==> config.mk <==
export PLATFORM = sky130hd
export DESIGN_NAME = iram_prog_loader
export DESIGN_NICKNAME = d
export VERILOG_FILES = /design/src/rtl/iram_prog_loader.sv
export SDC_FILE = /design/constraint.sdc
export NUM_CORES = 1
export LEC_CHECK = 0
export CAP_MARGIN = 5
export CORE_AREA = 3 3 85 103
export DETAILED_ROUTE_END_ITERATION = 7
export DIE_AREA = 0 0 88 106
export GPL_TIMING_DRIVEN = 0
export MAX_ROUTING_LAYER = met4
export PLACE_DENSITY_LB_ADDON = 0.08
export SLEW_MARGIN = 20
export SYNTH_ARGS = -nofsm -noshare
export SYNTH_HDL_FRONTEND = slang
export SYNTH_SLANG_ARGS = --single-unit
==> constraint.sdc <==
create_clock -name clk -period 6.73 [get_ports clk]
set_input_delay 1.346 -clock clk [delete_from_list [all_inputs] [get_ports clk]]
set_output_delay 1.346 -clock clk [all_outputs]
set_load 0.01 [all_outputs]
==> src/rtl/iram_prog_loader.sv <==
// Initiator for the instruction-RAM byte-programming interface: each (addr, data) word becomes
// address-byte strobes, data-byte strobes and one commit pulse. Optional: IRAM_PROG_LOADER_ADDR_SKIP_EN.
module iram_prog_loader #(
    parameter int DATA_W     = 32,
    parameter int GAP_CYCLES = 0,
    parameter int WORD_CNT_W = 16
) (
    input  logic                  clk,
    input  logic                  rst,
    input  logic                  wr_valid,
    output logic                  wr_ready,
    input  logic [DATA_W-1:0]     wr_addr,
    input  logic [DATA_W-1:0]     wr_data,
    input  logic                  wr_last,
    output logic [7:0]            iram_prog_byte,
    output logic [1:0]            iram_prog_byte_idx,
    output logic                  iram_prog_addr_byte,
    output logic                  iram_prog_data_byte,
    output logic                  iram_prog_wr,
    output logic                  busy,
    output logic                  load_done,
    output logic                  fetch_enable_o,
    output logic [WORD_CNT_W-1:0] words_written
);

    typedef enum logic [2:0] {
        S_IDLE  = 3'd0,
        S_ADDR  = 3'd1,
        S_DATA  = 3'd2,
        S_WRITE = 3'd3,
        S_GAP   = 3'd4
    } state_t;

    localparam logic [3:0] GAP_LOAD = (GAP_CYCLES > 0) ? 4'(GAP_CYCLES - 1) : 4'd0;

    // Lowest lane >= start whose mask bit is set; result is {found, lane}.
    function automatic logic [2:0] next_lane(input logic [3:0] mask, input logic [2:0] start);
        logic [2:0] res;
        res = 3'b000;
        for (int l = 3; l >= 0; l--) begin
            res = (mask[l] && (3'(l) >= start)) ? {1'b1, 2'(l)} : res;
        end
        return res;
    endfunction

    state_t                  state_r;
    state_t                  state_s;
    logic [1:0]              idx_r;
    logic [1:0]              idx_s;
    logic [3:0]              gap_cnt_r;
    logic [3:0]              gap_cnt_s;
    logic [DATA_W-1:0]       addr_r;
    logic [DATA_W-1:0]       data_r;
    logic                    last_r;
    logic [WORD_CNT_W-1:0]   words_r;
    logic                    done_r;
    logic                    accept_s;
    logic [3:0]              accept_mask_s;
    logic [3:0]              lane_mask_s;
    logic [2:0]              first_s;
    logic [2:0]              next_s;

    assign accept_s = wr_valid && (state_r == S_IDLE);

`ifdef IRAM_PROG_LOADER_ADDR_SKIP_EN
    logic [DATA_W-1:0] shadow_r;
    logic [3:0]        mask_r;

    // Lanes whose incoming address byte differs from what the receiver already holds.
    always_comb begin
        accept_mask_s = 4'b0000;
        for (int l = 0; l < 4; l++) begin
            accept_mask_s[l] = (wr_addr[8*l +: 8] != shadow_r[8*l +: 8]);
        end
    end

    assign lane_mask_s = mask_r;

    // Mirror of the receiver's address shadow, updated as each address byte goes out.
    always_ff @(posedge clk or posedge rst) begin
        if (rst) begin
            shadow_r <= '0;
            mask_r   <= 4'b0000;
        end else begin
            if (accept_s) begin
                mask_r <= accept_mask_s;
            end
            if (state_r == S_ADDR) begin
                shadow_r[{idx_r, 3'b000} +: 8] <= addr_r[{idx_r, 3'b000} +: 8];
            end
        end
    end
`else
    assign accept_mask_s = 4'b1111;
    assign lane_mask_s   = 4'b1111;
`endif

    // State, lane and gap counter registers.
    always_ff @(posedge clk or posedge rst) begin
        if (rst) begin
            state_r   <= S_IDLE;
            idx_r     <= 2'd0;
            gap_cnt_r <= 4'd0;
        end else begin
            state_r   <= state_s;
            idx_r     <= idx_s;
            gap_cnt_r <= gap_cnt_s;
        end
    end

    // Next-state and lane sequencing.
    always_comb begin
        state_s   = state_r;
        idx_s     = idx_r;
        gap_cnt_s = gap_cnt_r;
        first_s   = next_lane(accept_mask_s, 3'd0);
        next_s    = next_lane(lane_mask_s, {1'b0, idx_r} + 3'd1);
        case (state_r)
            S_IDLE: begin
                if (wr_valid) begin
                    if (first_s[2]) begin
                        state_s = S_ADDR;
                        idx_s   = first_s[1:0];
                    end else begin
                        state_s = S_DATA;
                        idx_s   = 2'd0;
                    end
                end else begin
                    state_s = S_IDLE;
                end
            end
            S_ADDR: begin
                if (next_s[2]) begin
                    idx_s = next_s[1:0];
                end else begin
                    state_s = S_DATA;
                    idx_s   = 2'd0;
                end
            end
            S_DATA: begin
                if (idx_r == 2'd3) begin
                    state_s = S_WRITE;
                    idx_s   = 2'd0;
                end else begin
                    idx_s = idx_r + 2'd1;
                end
            end
            S_WRITE: begin
                idx_s = 2'd0;
                if (GAP_CYCLES > 0) begin
                    state_s   = S_GAP;
                    gap_cnt_s = GAP_LOAD;
                end else begin
                    state_s = S_IDLE;
                end
            end
            S_GAP: begin
                if (gap_cnt_r == 4'd0) begin
                    state_s = S_IDLE;
                end else begin
                    gap_cnt_s = gap_cnt_r - 4'd1;
                end
            end
            default: begin
                state_s = S_IDLE;
                idx_s   = 2'd0;
            end
        endcase
    end

    // Word capture, committed-word counter and sticky completion flag.
    always_ff @(posedge clk or posedge rst) begin
        if (rst) begin
            addr_r  <= '0;
            data_r  <= '0;
            last_r  <= 1'b0;
            words_r <= '0;
            done_r  <= 1'b0;
        end else begin
            if (accept_s) begin
                addr_r <= wr_addr;
                data_r <= wr_data;
                last_r <= wr_last;
            end
            if (state_r == S_WRITE) begin
                words_r <= words_r + {{(WORD_CNT_W-1){1'b0}}, 1'b1};
            end
            if (accept_s) begin
                done_r <= 1'b0;
            end else if ((state_r == S_WRITE) && last_r) begin
                done_r <= 1'b1;
            end
        end
    end

    // Interface outputs decoded purely from registered state and lane.
    always_comb begin
        wr_ready            = 1'b0;
        iram_prog_byte      = 8'h00;
        iram_prog_byte_idx  = 2'd0;
        iram_prog_addr_byte = 1'b0;
        iram_prog_data_byte = 1'b0;
        iram_prog_wr        = 1'b0;
        case (state_r)
            S_IDLE: begin
                wr_ready = 1'b1;
            end
            S_ADDR: begin
                iram_prog_addr_byte = 1'b1;
                iram_prog_byte_idx  = idx_r;
                iram_prog_byte      = addr_r[{idx_r, 3'b000} +: 8];
            end
            S_DATA: begin
                iram_prog_data_byte = 1'b1;
                iram_prog_byte_idx  = idx_r;
                iram_prog_byte      = data_r[{idx_r, 3'b000} +: 8];
            end
            S_WRITE: begin
                iram_prog_wr = 1'b1;
            end
            default: begin
                wr_ready = 1'b0;
            end
        endcase
    end

    assign busy           = (state_r != S_IDLE);
    assign load_done      = done_r;
    assign fetch_enable_o = done_r;
    assign words_written  = words_r;

endmodule
==> results.py, run 1 <==
metrics = {
    "run_status": {
        "status": "finished, final reports clean",
    },
    "drt": {
        "dr.pass1.iters": 4,
        "post_drt_wl_per_cell_um": 18.5,
        "drtIter0Drc": 97,
        "routed_wl_um": 9210,
        "route.detailed.drc": 0,
        "antenna_left": 0,
        "vias": 2693,
        "vias_per_cell": 5.42,
    },
    "clock_network": {
        "htree_levels": 3,
        "clk_pin_slew_ps": 90,
        "clk_latency_ps": 350,
        "cts_setup_buffers": 0,
        "clock-sinks": 86,
        "clock_path_buffers": 2,
        "clock-root-buffer": "clkbuf_8",
        "cts_resized": 0,
        "cts_buffers": 9,
        "holdBufCountCts": 0,
        "cts_tree": "built",
    },
    "critical_path": {
        "crit_chain": "inv_1 -> ha_1 -> buf_6 -> mux4_2 -> o22ai_1 -> a211oi_1 -> clkdlybuf4s50_1",
        "start_kind": "flop",
        "cp_top_family": "buffers and inverters",
        "endpoint_kind": "output port",
        "slowest_delay_ps": 530,
        "cp_max_fo": 10,
        "worstPathArrival_ps": 2680,
        "required_ps": 5380,
        "cp_slowest_cell": "clkdlybuf4s50_1",
        "crit_type": "flop to output port",
        "critPathBufInv": 3,
    },
    "synthesis": {
        "synth_simple_gate_area_share_pct": 4.86,
        "synthDistinctLibCells": 30,
        "synth_area_um2": 4170,
        "ys_seq_area_share_pct": 51.6,
        "yosys_warnings": 0,
        "synth_top_family_by_area": "multiplexers",
        "synthMuxAreaShare_pct": 29.7,
        "synth-xor-area-share_pct": 3.15,
        "syn_nets": 365,
        "synth-adder-area-share_pct": 2.70,
        "syn_inst": 288,
        "avgSynthCellArea_um2": 14.5,
        "synth_compound_area_share_pct": 3.96,
        "ys_seq_elements": 86,
    },
    "sta": {
        "finalSetupViolations": 0,
        "slew_viol_final": 0,
        "grt_setup_unrepaired": "no",
        "period_needed_ps": 4030,
        "fin_skew_ps": 14.7,
        "slew_headroom_pct": 63.2,
        "hold_violations": 0,
        "final.period_utilization_pct": 59.9,
        "tightest_slew_ps": 552,
        "max_freq_mhz": 248,
        "setup_tns_ps": 0,
    },
    "layout": {
        "finalNetCount": 477,
        "final_cell_mix": "clkdlybuf4s50_1 (100), dfrtp_1 (86), mux2_4 (39)",
        "final_common_cell": "clkdlybuf4s50_1",
        "drive_gt1_share_pct": 28.9,
        "areaGrowthSynthToFinish_pct": 33.0,
        "diodes": 0,
        "final_util_pct": 71.5,
    },
    "power_and_ir_drop": {
        "p_per_area_nw_per_um2": 441,
        "finalPower_mw": 2.44,
        "max-vdd-ir-drop_mv": 0.297,
        "total_leakage_power_nw": 2.52,
    },
    "floorplanning": {
        "coreArea_um2": 7750,
        "rows": 35,
        "start_util_pct": 53.8,
        "fp.dieW_um": 88,
        "io_pins": 101,
        "die_area_um2": 9330,
        "chipHeight_um": 106,
    },
    "placement": {
        "detailed_place_hpwl_um": 6770,
        "portBuffers": 100,
        "gp_congestion": 0.796,
    },
    "global_route": {
        "grt_start_max_net_pins": 45,
        "grt_pass1_wl_um": 15000,
        "grt_antenna_before_repair": 0,
        "overflow": 0,
        "grtUsageTotal_pct": 21.8,
        "grt_pass1_vias": 3024,
    },
    "job": {
        "cap_violations": 0,
    },
    "worst_hold_path": {
        "hold_path.class": "flop to flop",
    },
}
-- path summary, 6_finish.rpt --
kind                       cells past startpoint         startpoint  slack [ps]                end
hold / removal                                 1  words_written[15]         460  words_written[15]
max in group asynchronous                      3                rst        4710         state_r[1]
min in group asynchronous                      2                rst        1400          addr_r[2]
hold reg to reg                                1  words_written[15]         460  words_written[15]
setup reg to reg                               6         state_r[1]        4920         data_r[18]
setup / recovery                               7         state_r[0]        2700  iram_prog_byte[1]
-- area by class of cell --
cell class	count	area, um2
timing repair buffer	101	1020
clock buffer	10	128
multi-input combinational	179	1850
fill	578	2210
sequential	86	2150
buffer	15	135
tap	92	115
clock inverter	6	109
inverter	8	32.5
-- state kept, by name, summed over array words and instances (netlist names) --
name and count:
addr_r 32, data_r 32, fetch_enable_o 1, idx_r 2, last_r 1, state_r 2
words_written 16
-- cells by family (layout without fill, tap and decap cells) --
logic type | after synthesis | count (layout)
buffers and inverters | 23 | 140
adders and majority gates | 9 | 9
muxes | 90 | 90
AOI/OAI and AO/OA | 26 | 26
xor gates and xnor gates | 15 | 15
and+or+nand+nor | 39 | 39
DFF | 86 | 86
-- report_power, final --
group | internal, mW | switching, mW
sequential | 0.745 | 0.142
combinational | 0.674 | 0.450
clock | 0.247 | 0.186
total | 1.67 | 0.778
-- worst reg2reg max path, cell delays in order (launching register included) --
cell and delay [ps]:
dfrtp_1 440, inv_1 100, ha_1 260, nand2_1 130, buf_4 230, buf_6 230, mux2_4 320
-- metal layers --
metal	up-vias	part of all wire (%)	GRT usage [%]
met1	1351	40	26.2
met2	73	53	37.0
li1	1253	-	-
met5	-	0	-
met4	0	2.3	7.89
met3	16	4.0	3.18
-- stage by stage --
stage	area (um2)	std cells	setup slack [ps]	hold WS (ps)
after global placement	5290	480	1790	457
after detailed placement	5310	481	3060	457
final	5540	497	2700	464
after global routing	5540	497	2580	506
after floorplan	4170	288	3160	474
after CTS	5540	497	2680	473
-- Yosys cell counts --
| cell type | instances | share of area [%] |
|---|---|---|
| a211oi_1 | 8 | 1.4 |
| a21oi_1 | 4 | 0.48 |
| and2_1 | 1 | 0.15 |
| and3_1 | 8 | 1.2 |
| buf_2 | 3 | 0.36 |
| buf_4 | 3 | 0.54 |
| buf_6 | 7 | 1.9 |
| buf_8 | 1 | 0.36 |
| clkbuf_1 | 1 | 0.090 |
| dfrtp_1 | 86 | 52 |
| ha_1 | 9 | 2.7 |
| inv_1 | 8 | 0.72 |
| mux2_2 | 35 | 9.5 |
| mux2_4 | 39 | 14 |
| mux2i_1 | 8 | 1.9 |
| mux4_2 | 8 | 4.3 |
| nand2_1 | 10 | 0.90 |
| nand2_2 | 1 | 0.15 |
| nand3_1 | 2 | 0.24 |
| nand4_1 | 2 | 0.30 |
| nand4_2 | 2 | 0.60 |
| nor2_1 | 10 | 0.90 |
| nor2_2 | 1 | 0.15 |
| nor2b_1 | 1 | 0.15 |
| nor3_1 | 1 | 0.12 |
| o21ai_0 | 4 | 0.48 |
| o22ai_1 | 8 | 1.2 |
| o31ai_1 | 2 | 0.36 |
| xnor2_1 | 6 | 1.3 |
| xor2_1 | 9 | 1.9 |
Power figures use the tool's default switching activity.
==> run 2: changes to the inputs <==
- CORE_AREA: 3 3 85 103 -> 3 3 92 112
- DIE_AREA: 0 0 88 106 -> 0 0 95 115
- clock period: 6.73 -> 3.3 ns (I/O delays scaled with it)
==> run 2 against run 1 <==
Effect of this change:
- combinational power increased by 110%
- via count rose by 0.37%
- critical path type unchanged
- design area up 2.7%
- register-to-register slack worse by 3400 ps
- final cell count increased by 6.2%
- sequential share of layout area fell by 1.0 points
- power rose by 110%
- first-iteration DRC count is 43% lower
- clock power rose by 130%
- utilization down 11 points
- critical path depth unchanged
==> results.py, run 2 (synthesized netlist as in run 1, its figures left out) <==
metrics = {
    "job": {
        "cap_violations": 0,
    },
    "sta": {
        "tightest_slew_ps": 574,
        "slew_headroom_pct": 61.8,
        "fin_skew_ps": 5.21,
        "hold_violations": 0,
        "max_freq_mhz": 313,
        "final.period_utilization_pct": 96.7,
        "slew_viol_final": 0,
        "period_needed_ps": 3190,
        "finalSetupViolations": 0,
        "hold_slack_ps": 463,
        "grt_setup_unrepaired": "no",
    },
    "critical_path": {
        "worstPathArrival_ps": 2530,
        "crit_start": "state_r[0]",
        "cp_max_fo": 10,
        "start_kind": "flop",
        "required_ps": 2640,
        "endpoint_kind": "output port",
        "crit_type": "flop to output port",
        "reg2reg_to": "idx_r[0]",
        "r2r_setup_slack_ps": 1480,
        "r2r_start": "idx_r[1]",
        "r2r_cells": 9,
    },
    "layout": {
        "final_common_cell": "clkdlybuf4s50_1",
        "diodes": 0,
        "fin_area_um2": 5690,
        "finalNetCount": 477,
        "final_util_pct": 60.4,
        "final_cell_mix": "clkdlybuf4s50_1 (94), dfrtp_1 (86), mux2_4 (39)",
        "drive_gt1_share_pct": 30.6,
        "areaGrowthSynthToFinish_pct": 36.5,
    },
    "power_and_ir_drop": {
        "p_sw_mw": 1.63,
        "share_clk_of_total_power_pct": 19.2,
        "p_comb_share_pct": 45.6,
        "p_seq_share_pct": 35.2,
        "p_per_area_nw_per_um2": 897,
        "swShare_pct": 31.8,
        "max-vdd-ir-drop_mv": 0.380,
        "total_leakage_power_nw": 2.57,
        "finalPower_mw": 5.11,
        "internal_power_mw": 3.48,
    },
    "clock_network": {
        "htree_levels": 3,
        "clk_pin_slew_ps": 60,
        "cts_buffers": 9,
        "holdBufCountCts": 0,
        "clock_path_buffers": 2,
        "clock-sinks": 86,
        "clock-root-buffer": "clkbuf_16",
        "cts_tree": "built",
        "clk_latency_ps": 330,
    },
    "floorplanning": {
        "rows": 39,
        "start_util_pct": 44.3,
        "coreArea_um2": 9420,
        "die_area_um2": 10900,
        "io_pins": 101,
        "chipHeight_um": 115,
        "fp.dieW_um": 95,
    },
    "drt": {
        "dr.pass1.iters": 4,
        "post_drt_wl_per_cell_um": 17.9,
        "drtIter0Drc": 55,
        "routed_wl_um": 9440,
        "vias": 2703,
        "antenna_left": 0,
        "route.detailed.drc": 0,
        "vias_per_cell": 5.12,
    },
    "worst_hold_path": {
        "worstHoldStart": "words_written[15]",
        "hold_path_depth": 1,
        "hold_end": "words_written[15]",
        "hold_path.class": "flop to flop",
    },
    "global_route": {
        "overflow": 0,
        "grt_pass1_vias": 2844,
        "grt_antenna_before_repair": 0,
        "grtUsageTotal_pct": 18.9,
        "grt_pass1_wl_um": 14900,
        "grt_start_max_net_pins": 45,
    },
    "placement": {
        "portBuffers": 100,
        "gp_congestion": 0.758,
        "detailed_place_hpwl_um": 6830,
        "placed_area_um2": 5350,
    },
    "run_status": {
        "status": "finished, final reports clean",
    },
}
## run 2: worst max path at each step
stage / end / cells after the start
after CTS: iram_prog_byte[7] / 7
after detailed placement: iram_prog_byte[0] / 7
after global routing: iram_prog_byte[6] / 7
final: iram_prog_byte[6] / 7
after floorplan: addr_r[0] / 1
after global placement: addr_r[24] / 2
## run 2: power groups by stage
| stage | combinational (mW) | clock (mW) | sequential (mW) |
|---|---|---|---|
| finish | 2.33 | 0.980 | 1.80 |
| global route | 2.50 | 1.06 | 1.86 |
| CTS | 2.34 | 0.996 | 1.80 |
| detailed placement | 2.32 | 0 | 1.82 |
| global placement | 2.27 | 0 | 1.80 |
| floorplan | 1.57 | 0 | 1.74 |
## run 2: final cells by class
class	instances	area, um2
inverter	8	32.5
multi-input combinational	179	1900
fill	770	3730
sequential	86	2150
tap	123	154
timing repair buffer	101	1020
clock buffer	12	236
buffer	15	144
clock inverter	4	47.5
## run 2: metal layers
metal	track usage, %	part of all wire (%)	vias up
met3	2.95	4.7	15
met1	23.4	42	1353
li1	-	-	1260
met4	8.18	2.1	0
met2	30.7	52	75
met5	-	0	-
## run 2: worst max-delay path: stages, from the launching register on
cell	delay [ps]
dfrtp_1	430
inv_1	110
ha_2	210
buf_12	160
mux4_2	500
o22ai_1	200
a211oi_1	80
clkdlybuf4s50_1	500
## run 2: through the flow
step                setup TNS (ps)  std cells  setup WS, ps
detailed placement               0        512           248
floorplan                        0        288           418
CTS                              0        528          1.91
global route                     0        528          2.07
global placement            -90040        511         -1050
finish                           0        528           107
## run 2: timing repair
action / in CTS / in global routing
hold endpoints to repair: 0 / 0
setup endpoints to repair: 7 / 2
cloned: 0 / 0
setup buffers: 0 / 0
gates resized for setup: 13 / 5
